===== config.mk =====
export PLATFORM = sky130hd
export DESIGN_NAME = dn_router
export DESIGN_NICKNAME = d
export VERILOG_FILES = /design/src/rtl/dn_router.sv
export SDC_FILE = /design/constraint.sdc
export NUM_CORES = 1
export LEC_CHECK = 0
export BUFFER_PORTS_ARGS = -buffer_cell sky130_fd_sc_hd__buf_4
export CAP_MARGIN = 15
export CORE_MARGIN = 1.5
export CORE_UTILIZATION = 45
export CTS_CLUSTER_DIAMETER = 120
export DETAILED_ROUTE_END_ITERATION = 7
export GPL_ROUTABILITY_DRIVEN = 0
export PLACE_DENSITY = 0.75
export SYNTH_ARGS = -nofsm -noshare
export SYNTH_HDL_FRONTEND = slang
export SYNTH_SLANG_ARGS = --single-unit

===== constraint.sdc =====
create_clock -name clk_sys -period 1.9 [get_ports clk_sys]
set_input_delay 0.095 -clock clk_sys [delete_from_list [all_inputs] [get_ports clk_sys]]
set_output_delay 0.095 -clock clk_sys [all_outputs]
set_load 0.01 [all_outputs]

===== src/rtl/dn_router.sv =====
// Download-stream router: forwards ioctl bytes to the core address space,
// tracks per-transfer byte count/checksum and holds ROM-class targets in reset.
module dn_router #(
    parameter int unsigned ADDR_W        = 17,
    parameter int unsigned ROM_IDX_LIMIT = 2,
    parameter int unsigned HOLD_CYCLES   = 16
) (
    input  logic              clk_sys,
    input  logic              reset,
    input  logic              ioctl_download,
    input  logic              ioctl_wr,
    input  logic [24:0]       ioctl_addr,
    input  logic [7:0]        ioctl_dout,
    input  logic [7:0]        ioctl_index,
    output logic [ADDR_W-1:0] dn_addr,
    output logic [7:0]        dn_data,
    output logic              dn_wr,
    output logic [7:0]        dn_index,
    output logic              core_reset,
    output logic              busy,
    output logic              done,
    output logic [ADDR_W:0]   byte_count,
    output logic [7:0]        checksum,
    output logic              overflow
);

    localparam int unsigned    BC_W      = ADDR_W + 1;
    localparam logic [BC_W-1:0] BC_MAX   = {1'b1, {ADDR_W{1'b0}}};
    localparam logic [8:0]     ROM_LIM   = 9'(ROM_IDX_LIMIT);
    localparam logic [7:0]     HOLD_LOAD = 8'(HOLD_CYCLES - 1);

    typedef enum logic [1:0] {
        IDLE,
        LOAD,
        HOLD
    } state_t;

    state_t     state;
    logic       download_q;
    logic [7:0] hold_cnt;

    logic rise_c;
    logic start_c;
    logic addr_ok_c;
    logic rom_c;

    assign rise_c    = ioctl_download & ~download_q;
    assign start_c   = rise_c & ((state == IDLE) | (state == HOLD));
    assign addr_ok_c = (ioctl_addr[24:ADDR_W] == '0);
    assign rom_c     = ({1'b0, ioctl_index} < ROM_LIM);

    always_ff @(posedge clk_sys) begin
        if (reset) begin
            state      <= IDLE;
            download_q <= 1'b0;
            hold_cnt   <= '0;
            dn_addr    <= '0;
            dn_data    <= '0;
            dn_wr      <= 1'b0;
            dn_index   <= '0;
            core_reset <= 1'b0;
            busy       <= 1'b0;
            done       <= 1'b0;
            byte_count <= '0;
            checksum   <= '0;
            overflow   <= 1'b0;
        end else begin
            download_q <= ioctl_download;
            dn_wr      <= 1'b0;
            done       <= 1'b0;

            // A new transfer start wins over HOLD countdown, suppressing done.
            if (start_c) begin
                state      <= LOAD;
                dn_index   <= ioctl_index;
                byte_count <= '0;
                checksum   <= '0;
                overflow   <= 1'b0;
                busy       <= 1'b1;
                core_reset <= rom_c;
            end else begin
                unique case (state)
                    IDLE: begin
                    end
                    LOAD: begin
                        if (ioctl_wr) begin
                            if (addr_ok_c) begin
                                dn_wr    <= 1'b1;
                                dn_addr  <= ioctl_addr[ADDR_W-1:0];
                                dn_data  <= ioctl_dout;
                                checksum <= checksum + ioctl_dout;
                                if (byte_count != BC_MAX)
                                    byte_count <= byte_count + BC_W'(1);
                            end else begin
                                overflow <= 1'b1;
                            end
                        end
                        if (!ioctl_download) begin
                            state    <= HOLD;
                            hold_cnt <= HOLD_LOAD;
                        end
                    end
                    HOLD: begin
                        if (hold_cnt == 8'd0) begin
                            state      <= IDLE;
                            busy       <= 1'b0;
                            core_reset <= 1'b0;
                            done       <= 1'b1;
                        end else begin
                            hold_cnt <= hold_cnt - 8'd1;
                        end
                    end
                    default: state <= IDLE;
                endcase
            end
        end
    end

endmodule


After elaboration in Yosys (flattened, before gate mapping)
Index checks and enable logic that the tools add are counted.
{"block": "word_totals", "out_inout_bits": 64, "regBits": 75, "input_bits": 45, "word_cells": 67}
{"block": "op_classes", "order_cmp": 1, "eq_ne": 9, "n_addsub": 3, "muxes": 13, "reduce_logical": 17, "bitwise_logic": 10}
{"operator": "18-bit by 1-bit adder with 18-bit output, second input constant", "count": 1}
{"operator": "18-bit inequality test, second input constant", "count": 1}
{"operator": "8-bit logical NOT", "count": 2}
{"operator": "8-bit 2-to-1 mux", "count": 2}
{"operator": "8-bit case mux with 2 select lines", "count": 1}
{"operator": "3-bit AND reduction", "count": 4}
{"operator": "4-bit AND reduction", "count": 3}
{"operator": "8-bit adder", "count": 1}
{"operator": "8-bit by 2-bit < comparator with 1-bit output, second input constant", "count": 1}
{"operator": "8-bit by 1-bit subtractor with 8-bit output, second input constant", "count": 1}
{"operator": "1-bit 2-to-1 mux", "count": 7}
{"operator": "1-bit NOT", "count": 7}
{"operator": "2-bit inequality test, second input constant", "count": 3}
{"operator": "2-bit case mux with 3 select lines", "count": 1}
{"operator": "2-bit nonzero test", "count": 3}
{"operator": "2-bit 2-to-1 mux", "count": 2}
{"operator": "4-bit OR reduction", "count": 1}
{"operator": "3-bit by 2-bit inequality test with 1-bit output, second input constant", "count": 1}
{"operator": "3-bit inequality test, second input constant", "count": 1}
{"operator": "3-bit OR reduction", "count": 1}
{"operator": "1-bit AND", "count": 2}
{"operator": "2-bit by 1-bit == test with 1-bit output, second input constant", "count": 1}
{"operator": "2-bit == test, second input constant", "count": 1}
{"operator": "2-bit logical NOT", "count": 1}
{"operator": "other kinds (4)", "count": 4}

Depth between registers and ports, before layout
Gate-level depths: netlist (run 1).
{"block": "logic_depth", "word_depth": 5, "mapped_depth": 9, "ltp_nobuf": 9}

Worst setup path before layout (run 1)
No wires, ideal clock.
{"block": "synth_timing", "path_kind": "reg2reg", "start": "register byte_count[0]", "end": "register byte_count[9]", "synth_period_minus_slack_ns": 1.863, "setup_slack_ns": 0.037, "arrival_ns": 1.735, "setup_ns": 0.128, "path_buffers": 0, "stages_incl_launch_ff": 9, "required_ns": 1.772, "path_cell_list": "dfxtp_1 inv_1 ha_1 nor4b_1 and4_1 a211oi_2 nand4_1 xor2_1 nor2_1"}
{"block": "synth_via", "elab_chain_len": 2, "elab_cells_between_ends": 3, "cone_classes": "1 x add/sub; 1 x eq/ne; 1 x reduce/logical"}
{"element": "start: declaration", "line_no": "22", "text": "output logic [ADDR_W:0] byte_count,"}
{"element": "start signal: assignment", "line_no": "93", "text": "byte_count <= byte_count + BC_W'(1);"}
{"element": "parallel branches: the longest is 2 deep, another holds 18-bit by 1-bit adder with 18-bit output"}
Parallel ways; which one is timed is not known.
A chain may end at the register's enable or synchronous reset.

Final worst setup path (run 1)
{"block": "layout_timing", "start": "register hold_cnt[5]", "end": "register hold_cnt[2]"}
{"block": "layout_via", "elab_chain_len": 3}
{"element": "start: declaration", "line_no": "40", "text": "logic [7:0] hold_cnt;"}
{"element": "start signal: assignment", "line_no": "110", "text": "hold_cnt <= hold_cnt - 8'd1;"}
{"element": "8-bit logical NOT", "line_no": "104", "text": "if (hold_cnt == 8'd0) begin"}
{"element": "2-bit inequality test (no line)"}
{"element": "4-bit AND reduction (no line)"}
No other way between the ends.

==> qor.yml, run 1 <==
detailed_routing:
  ant_nets: 0
  via_per_inst: 5.04
  drt_iter0_drc: 157
  first_pass_iters: 4
  wl_um: 8730
  wire_per_inst_um: 14.0
  vias: 3141
  drc: 0
floorplanning:
  row_count: 30
  core_area_um2: 6910
  ios: 109
  initial_core_util_pct: 47.5
  die_h_um: 88.4
  die-area_um2: 7810
  die_x_um: 88.4
finish:
  fin_util_pct: 68.5
  post_route_cells_drive_above_1_share_pct: 30.6
  syn_to_final_growth_pct: 44.3
  nets: 579
  final_cells: 623
  antenna_cells: 0
cts:
  root_buffer: "clkbuf_8"
  cts_max_level: 3
  clock_sinks: 75
  cts_buffers: 9
  cts.path.max_buffers: 2
  insertion_delay_ns: 0.36
  path_clk_slew_ns: 0.08
  cts_tree: "yes"
sta:
  tightest_slew_ns: 0.510
  finalCritPeriodShare_pct: 101
  fin_crit_ns: 1.92
  hold_slack_ns: 0.00919
  setup_viol: 4
  rsz0062_at_grt: "yes"
  slew_headroom_pct: 65.9
  hold_viol: 0
  slew_viol_final: 0
  finalClockSkew_ns: 0.0105
  fin_ws_ns: -0.0161
  max_freq_ghz: 0.522
placement:
  dp.cells: 584
  pre_cts_ws_ns: 0.0231
  dpl.hpwl_um: 5840
  port_buffers: 108
global_route:
  grt_pass1_wl_um: 13100
  grt_pass1_vias: 2962
  antenna_found_initial: 0
  grt_start_max_net_pins: 48
  gr-total-overflow: 0
  grt_use_total_pct: 21.8
synth:
  ys_seq_area_share_pct: 45.8
  ys_top_cells_by_count: "nand2_1, dfxtp_1, a21oi_1"
  synth_top_family_by_area: "simple AND/OR/NAND/NOR gates"
  synth_mux_area_share_pct: 0.610
  synth_top_area_cell: "dfxtp_1"
  synth_warnings: 0
  async_reset_ff_share_pct: 0
  yosys.area_share.simple_pct: 27.4
  synth_ff_type: "dfxtp_1"
  synthXorXnorAreaFrac_pct: 6.41
  syn_nets: 444
  yosysMostFrequentCell: "nand2_1"
  ys_types: 41
  ys_ff_latch: 75
  yosysTopAreaCellShare_pct: 45.8
  synth_edf_count: 0
  avgSynthCellArea_um2: 8.47
  synth_compound_gate_area_share_pct: 11.8
  synthesis.area_um2: 3280
  ys_top_cells_by_area: "dfxtp_1, nand2_1, a21oi_1"
  synth_cells: 387
  synthAdderAreaFrac_pct: 4.81
worst_setup_path:
  r2r-start: "hold_cnt[5]"
  cp-startpoint: "hold_cnt[5]"
  end_kind: "flop"
  cp.arrival_ns: 2.13
  required_ns: 2.12
  crit_fanout: 7
  startpoint_type: "flop"
  worstSetupPathType: "flop to flop"
pwr:
  powerDensity_nw_per_um2: 651
  power.leakage_nw: 1.93
  finalPower_mw: 3.08
  ir_drop_mv: 0.401
run_status:
  status: "complete, but fails checks"
  violations: "setup timing"
flow_run:
  maxCapViolations: 0
min_path:
  hp-class: "input pin to flop"
  min_from: "ioctl_index[3]"
## state kept, by name, indices dropped and copies added (netlist names), 2 cells and up
register and count:
dn_index 8, dn_addr 17, hold_cnt 8, byte_count 18, checksum 8, state 2
dn_data 8
## power breakdown
group | total (mW) | internal, mW | switching (mW)
Clock | 1.15 | 0.521 | 0.633
Combinational | 0.311 | 0.164 | 0.147
Sequential | 1.61 | 1.60 | 0.0190
Total | 3.08 | 2.28 | 0.799
## final cells by class
cell class / instances / area (µm²)
clock buffer: 10 / 138
inverter: 9 / 33.8
fill: 569 / 2170
multi-input combinational: 285 / 1740
clock inverter: 6 / 47.5
timing repair buffer: 142 / 1140
tap: 96 / 120
sequential: 75 / 1520
## stage by stage
stage / setup TNS (ns) / instance area, µm²
2_1_floorplan: 0 / 3280
3_3_place_gp: 0 / 4230
3_5_place_dp: 0 / 4230
4_1_cts: 0 / 4650
5_1_grt: -0.741 / 4730
6_report: -0.0254 / 4730
## layer usage
layer  GRT usage, %  vias to the layer above  part of all wire [%]
met3           4.10                       20                   5.2
met1           25.0                     1449                    41
met4           12.6                        0                   2.4
met5              0                        -                     0
met2           37.8                       96                    52
li1               -                     1576                     -
## placed cells by master, fill, tap and decap left out, types with 7 or more instances in the layout
master / count
ha_1: 7
dfxtp_2: 8
buf_4: 117
nand3_1: 12
xor2_1: 20
nor2_1: 39
nand2_1: 82
dfxtp_1: 66
a21oi_1: 44
inv_1: 9
dlygate4sd3_1: 24
clkbuf_8: 10
## kinds of logic after synthesis
kind of cell               after synthesis
DFF                                     75
AOI/OAI and AO/OA                       64
xor gates and xnor gates                24
adders and majority gates               12
buffers and inverters                   27
and+or+nand+nor                        183
muxes                                    2
## worst max-delay path, cell delays in order (launching register included)
cell and delay, ns:
dfxtp_2 0.33, or4_4 0.57, o41ai_4 0.41, a21oi_4 0.14, nand2_2 0.11, xor2_1 0.15, a21oi_1 0.09
## timing repair
item / CTS / global route
hold buffers: 23 / 1
setup endpoints to repair: 1 / 19
endpoints found under the hold margin: 23 / 1
buffers inserted: 0 / 1
gates resized for setup: 0 / 21
pin swaps: 1 / 18
## final timing paths
path | to | slack (ns) | cells past startpoint
setup / recovery | hold_cnt[2] | -0.02 | 6
hold / removal | dn_index[3] | 0.009 | 3
setup reg to reg | hold_cnt[2] | -0.02 | 6
hold reg to reg | dn_data[7] | 0.46 | 2
No activity file was read; power rests on OpenSTA's default activity.
==> run 2: changes to the inputs <==
Settings changed: CELL_PAD_IN_SITES_DETAIL_PLACEMENT from default to 0, CELL_PAD_IN_SITES_GLOBAL_PLACEMENT from default to 1, CORE_UTILIZATION 45 to 33, PLACE_DENSITY 0.75 to 0.76.
==> run 2 against run 1 <==
  * The run now ends clean
  * Power is 1.5% higher
  * Sequential share of layout area is 0.80 points lower
  * Critical path depth is 2 higher
  * Die area is 35% higher
  * Register-to-register slack better by 0.08 ns
  * Worst setup slack better by 0.065 ns
  * Count of clock-buffer cells in the layout stayed put
  * First-iteration DRC count is 54% lower
  * Combinational power is 5% higher
  * Core utilization is 19 points lower
  * Worst hold slack better by 0.0040 ns
  * Critical path type is now input pin to flop
  * Largest cell class unchanged
==> qor.yml, run 2 (synthesis gave the netlist of run 1 again) <==
placement:
  placed_cell_area_um2: 4300  # +1.6%
  dpl.hpwl_um: 5930  # +1.6%
  pre_cts_ws_ns: 0.0344  # +0.0112 ns
  port_buffers: 108  # unchanged
  dp.cells: 624  # +6.8%
cts:
  clock_sinks: 75  # unchanged
  insertion_delay_ns: 0.34  # -0.02 ns
  cts_max_level: 3  # unchanged
  cts_buffers: 9  # unchanged
  path_clk_slew_ns: 0.08  # about the same
  cts_tree: "yes"
  root_buffer: "clkbuf_8"
  cts.path.max_buffers: 2  # unchanged
finish:
  antenna_cells: 0  # unchanged
  fin_util_pct: 50.0  # -19 points
  final_cell_mix: "buf_4, nand2_1, dfxtp_1, a21oi_1, nor2_1"
  largest_reg_flops: 18  # unchanged
  post_route_cells_drive_above_1_share_pct: 30.5  # about the same
  final_cells: 667  # +7.1%
  syn_to_final_growth_pct: 47.6
  nets: 587  # +1.4%
  reg.largest.list: "byte_count x18, dn_addr x17"
  layout_commonest_cell: "buf_4"
  top_register: "byte_count"
  final_area_um2: 4840  # +2.3%
sta:
  fin_crit_ns: 1.85  # -0.0649 ns
  max_freq_ghz: 0.540  # +3.5%
  tightest_slew_ns: 0.501  # -0.00942 ns
  fin_ws_ns: 0.0488  # +0.0649 ns
  slew_headroom_pct: 66.6  # +0.70 points
  hold_slack_ns: 0.0132  # +0.00397 ns
  rsz0062_at_grt: "yes"
  setup_viol: 0  # -4
  slew_viol_final: 0  # unchanged
  finalCritPeriodShare_pct: 97.4  # -3.4 points
  hold_viol: 0  # unchanged
  finalClockSkew_ns: 0.00797  # -0.00258 ns
  setup_tns_ns: 0  # +0.0254 ns
flow_run:
  maxCapViolations: 0  # unchanged
global_route:
  grt_use_total_pct: 16.2  # -5.6 points
  antenna_found_initial: 0  # unchanged
  grt_pass1_vias: 2927  # -1.2%
  grt_start_max_net_pins: 48  # unchanged
  gr-total-overflow: 0  # unchanged
  grt_pass1_wl_um: 13300  # +2.1%
pwr:
  p_seq_share_pct: 51.6  # -0.8 points
  finalPower_mw: 3.13  # +1.5%
  intPower_mw: 2.37  # +3.8%
  swShare_pct: 24.3  # -1.6 points
  p_sw_mw: 0.761  # -4.8%
  powerDensity_nw_per_um2: 646  # -0.75%
  ir_drop_mv: 0.298  # -26%
  power.leakage_nw: 1.97  # +1.7%
  pwr-share-comb_pct: 10.4  # +0.3 points
  pwr-share-clk_pct: 38.0  # +0.5 points
floorplanning:
  die-area_um2: 10500  # +35%
  initial_core_util_pct: 33.9  # -14 points
  core_area_um2: 9680  # +40%
  die_x_um: 103  # +16%
  row_count: 36  # +20%
  die_h_um: 103  # +16%
  ios: 109  # unchanged
worst_setup_path:
  crit_chain: "dlygate4sd3_1, ha_4, nand3_2, o211ai_1, nor4_1, nor3_1, mux2i_1, mux2i_1"
  cp.arrival_ns: 2.12  # about the same
  slowest_stage: "dlygate4sd3_1"
  end_kind: "flop"
  startpoint_type: "input pin"
  max_stage_delay_ns: 0.59  # +0.02 ns
  critPathMostFrequentCell: "mux2i_1"
  required_ns: 2.17  # +0.05 ns
  crit_fanout: 4  # -3
  worstSetupPathType: "input pin to flop"
detailed_routing:
  wl_um: 8660  # -0.79%
  vias: 3110  # -0.99%
  first_pass_iters: 4  # unchanged
  ant_nets: 0  # unchanged
  wire_per_inst_um: 13.0  # -7.3%
  via_per_inst: 4.66  # -7.5%
  drt_iter0_drc: 73  # -54%
  drc: 0  # unchanged
run_status:
  status: "finished, final reports clean"
min_path:
  hp-class: "input pin to flop"
[run 2: power by group through the flow]
stage	Clock (mW)	Combinational, mW	Sequential (mW)
floorplan	0	0.126	1.65
global placement	0	0.263	1.65
detailed placement	0	0.266	1.65
CTS	1.23	0.311	1.62
global route	1.27	0.357	1.62
finish	1.19	0.325	1.61
[run 2: worst max-delay path, delay by kind of cell]
family	cells	cell delay (ns)
AO/OA/AOI/OAI	1	0.25
buffers and inverters	1	0.59
multiplexers	2	0.46
AND/OR/NAND/NOR	3	0.43
adder cells (fa/ha/maj)	1	0.31
[run 2: final cells by class]
class / count / area (µm²)
inverters: 9 / 33.8
clock inverters: 5 / 55.1
repair buffers: 150 / 1200
clock buffers: 10 / 128
well taps: 133 / 166
multi-input cells: 285 / 1740
fillers: 931 / 4840
flip-flops and latches: 75 / 1510
[run 2: repair_timing]
item / CTS / global route
endpoints found under the setup margin: 1 / 19
setup buffers: 0 / 3
hold buffers: 26 / 0
pin swaps: 1 / 9
hold endpoints to repair: 26 / 0
resized for setup: 0 / 20
[run 2: layer usage]
layer	share of wire (%)	track usage [%]
met5	0	0
met4	1.6	6.01
met3	4.9	3.59
met2	50	28.5
met1	44	19.4
[run 2: worst paths after layout]
| kind | start | end | slack, ns | cells after the start |
|---|---|---|---|---|
| hold reg to reg | dn_index[2] | dn_index[2] | 0.46 | 2 |
| hold / removal | ioctl_index[7] | dn_index[7] | 0.01 | 3 |
| setup / recovery | ioctl_dout[2] | checksum[7] | 0.05 | 8 |
| setup reg to reg | hold_cnt[2] | hold_cnt[2] | 0.06 | 6 |
==> run 3: changes to the inputs <==
==> constraint.sdc (replaced) <==
create_clock -name clk_sys -period 1.9 [get_ports clk_sys]
set_input_delay 0.285 -clock clk_sys [delete_from_list [all_inputs] [get_ports clk_sys]]
set_output_delay 0.285 -clock clk_sys [all_outputs]
set_load 0.01 [all_outputs]
==> run 3 against run 2 <==
  * Routed wire length fell by 2.5%
  * Global-route usage fell by 0.45 points
  * Worst hold slack improved by 0.16 ns
  * Register-to-register slack improved by 0.03 ns
  * Power rose by 0.53%
  * Combinational power fell by 13%
  * Sequential share of layout area rose by 1.4 points
  * First-iteration DRC count fell by 6.8%
==> qor.yml, run 3 (synthesis gave the netlist of run 1 again) <==
run_status:
  status: "finished, final reports clean"
sta:
  finalClockSkew_ns: 0.0134  # +0.00541 ns
  hold_viol: 0  # unchanged
  setup_viol: 0  # unchanged
  slew_headroom_pct: 72.2  # +5.6 points
  fin_ws_ns: 0.0867  # +0.0379 ns
  fin_crit_ns: 1.81  # -0.0379 ns
  finalCritPeriodShare_pct: 95.4  # -2.0 points
  rsz0062_at_grt: "no"
  max_freq_ghz: 0.551  # +2.1%
  setup_tns_ns: 0  # unchanged
  slew_viol_final: 0  # unchanged
  tightest_slew_ns: 0.415  # -0.0865 ns
finish:
  multiInputGateArea_um2: 1720  # -1.4%
  antenna_cells: 0  # unchanged
  reg.largest.list: "byte_count x18, dn_addr x17"
  post_route_cells_drive_above_1_share_pct: 32.0  # +1.5 points
  top_register: "byte_count"
  fill_cells: 938  # +0.75%
  fin_util_pct: 47.6  # -2.4 points
  seq_area_um2: 1510  # -0.41%
  syn_to_final_growth_pct: 40.5
  nets: 567  # -3.4%
  layout_commonest_cell: "buf_4"
  largest_reg_flops: 18  # unchanged
  final_cell_mix: "buf_4, nand2_1, dfxtp_1, a21oi_1, nor2_1"
pwr:
  intPower_mw: 2.35  # -0.84%
  power.leakage_nw: 1.89  # -3.7%
  p_sw_mw: 0.797  # +4.8%
  ir_drop_mv: 0.278  # -6.6%
  pwr-share-comb_pct: 9.0  # -1.4 points
  swShare_pct: 25.4  # +1.0 points
  p_seq_share_pct: 51.4  # -0.2 points
  powerDensity_nw_per_um2: 682  # +5.6%
  pwr-share-clk_pct: 39.7  # +1.7 points
placement:
  pre_cts_ws_ns: 0.0119  # -0.0225 ns
  port_buffers: 108  # unchanged
  dpl.hpwl_um: 6090  # +2.6%
cts:
  cts_tree: "yes"
  clock_sinks: 75  # unchanged
  root_buffer: "clkbuf_8"
  cts_max_level: 3  # unchanged
  cts.path.max_buffers: 2  # unchanged
  insertion_delay_ns: 0.35  # about the same
  holdBufCountCts: 0  # -100%
  path_clk_slew_ns: 0.09  # about the same
  cts_buffers: 9  # unchanged
detailed_routing:
  via_per_inst: 4.63  # -0.68%
  wl_um: 8440  # -2.5%
  vias: 3001  # -3.5%
  ant_nets: 0  # unchanged
  drc: 0  # unchanged
  first_pass_iters: 4  # unchanged
  wire_per_inst_um: 13.0  # +0.32%
  drt_iter0_drc: 68  # -6.8%
floorplanning:
  core_area_um2: 9680  # unchanged
  die-area_um2: 10500  # unchanged
  row_count: 36  # unchanged
  initial_core_util_pct: 33.9  # unchanged
  ios: 109  # unchanged
  die_x_um: 103  # unchanged
  die_h_um: 103  # unchanged
worst_setup_path:
  crit_fanout: 6  # +2
  crit_chain: "or4_4, o41ai_4, a21oi_4, nand3_1, xor2_1, nor2_1"
  slowest_stage: "or4_4"
  cp.arrival_ns: 2.04  # -0.08 ns
  max_stage_delay_ns: 0.55  # -0.04 ns
  end_kind: "flop"
  r2r_cells: 6  # unchanged
  r2r-end: "hold_cnt[7]"
  startpoint_type: "flop"
  worstSetupPathType: "flop to flop"
  r2r_slack_ns: 0.09  # +0.03 ns
  cp-startpoint: "hold_cnt[3]"
  required_ns: 2.13  # -0.04 ns
  r2r-start: "hold_cnt[3]"
min_path:
  hold_end: "dn_addr[7]"
  hp-class: "input pin to flop"
  worstHoldPathCells: 3  # unchanged
  min_from: "ioctl_addr[7]"
global_route:
  gr-total-overflow: 0  # unchanged
  grt_pass1_wl_um: 13000  # -2.7%
  grt_pass1_vias: 2707  # -7.5%
  grt_use_total_pct: 15.8  # -0.45 points
  grt_start_max_net_pins: 34  # -29%
  antenna_found_initial: 0  # unchanged
flow_run:
  maxCapViolations: 0  # unchanged
==> run 3: cell count changes in the layout (fill, tap and decap cells not counted), sizes merged <==
cell and delta:
clkinvlp +1, buf +6, dlygate4sd3 -26
==> run 3: worst max path at each step <==
stage               endpoint  slack (ns)
6_report         hold_cnt[7]        0.09
5_1_grt          hold_cnt[2]      0.0006
4_1_cts          hold_cnt[3]        0.03
3_5_place_dp     checksum[7]        0.01
3_3_place_gp     checksum[7]        0.02
2_1_floorplan  byte_count[9]        0.04
==> run 3: metal layers <==
layer	GRT usage, %	vias to the layer above	routed length [µm]
met4	4.11	0	68
met5	0	-	0
li1	-	1553	-
met3	3.73	5	393
met2	26.1	60	4110
met1	20.6	1383	3870
==> run 3: critical path: cells and delay by family, from the launching register on <==
| kind | cells | cell delay, ns |
|---|---|---|
| XOR/XNOR | 1 | 0.17 |
| flip-flops | 1 | 0.34 |
| AND/OR/NAND/NOR | 3 | 0.73 |
| AO/OA/AOI/OAI | 2 | 0.47 |
==> run 3: layout make-up <==
type | count | area share (%)
multi-input cells | 285 | 37.3
flip-flops and latches | 75 | 32.7
repair buffers | 130 | 21.5
well taps | 133 | 3.61
clock buffers | 10 | 2.77
clock inverters | 6 | 1.44
inverters | 9 | 0.733
==> run 3: power by group through the flow <==
stage | combinational [mW] | clock, mW | sequential [mW]
after floorplan | 0.126 | 0 | 1.65
after global placement | 0.274 | 0 | 1.65
after detailed placement | 0.278 | 0 | 1.65
after CTS | 0.278 | 1.28 | 1.61
after global routing | 0.311 | 1.35 | 1.62
final | 0.283 | 1.25 | 1.61
==> run 3: what timing repair did <==
item                       in CTS  in global routing
buffers inserted                0                  3
gates resized for setup         0                 13
setup endpoints to repair       0                 15
==> run 3: metrics by stage <==
step	hold slack [ns]	total power, mW	std cells	instance area, µm²
floorplan	0.421	1.78	387	3280
global placement	0.443	1.92	629	4340
detailed placement	0.447	1.93	629	4340
CTS	0.162	3.17	645	4530
global route	0.158	3.28	648	4610
finish	0.172	3.14	648	4610
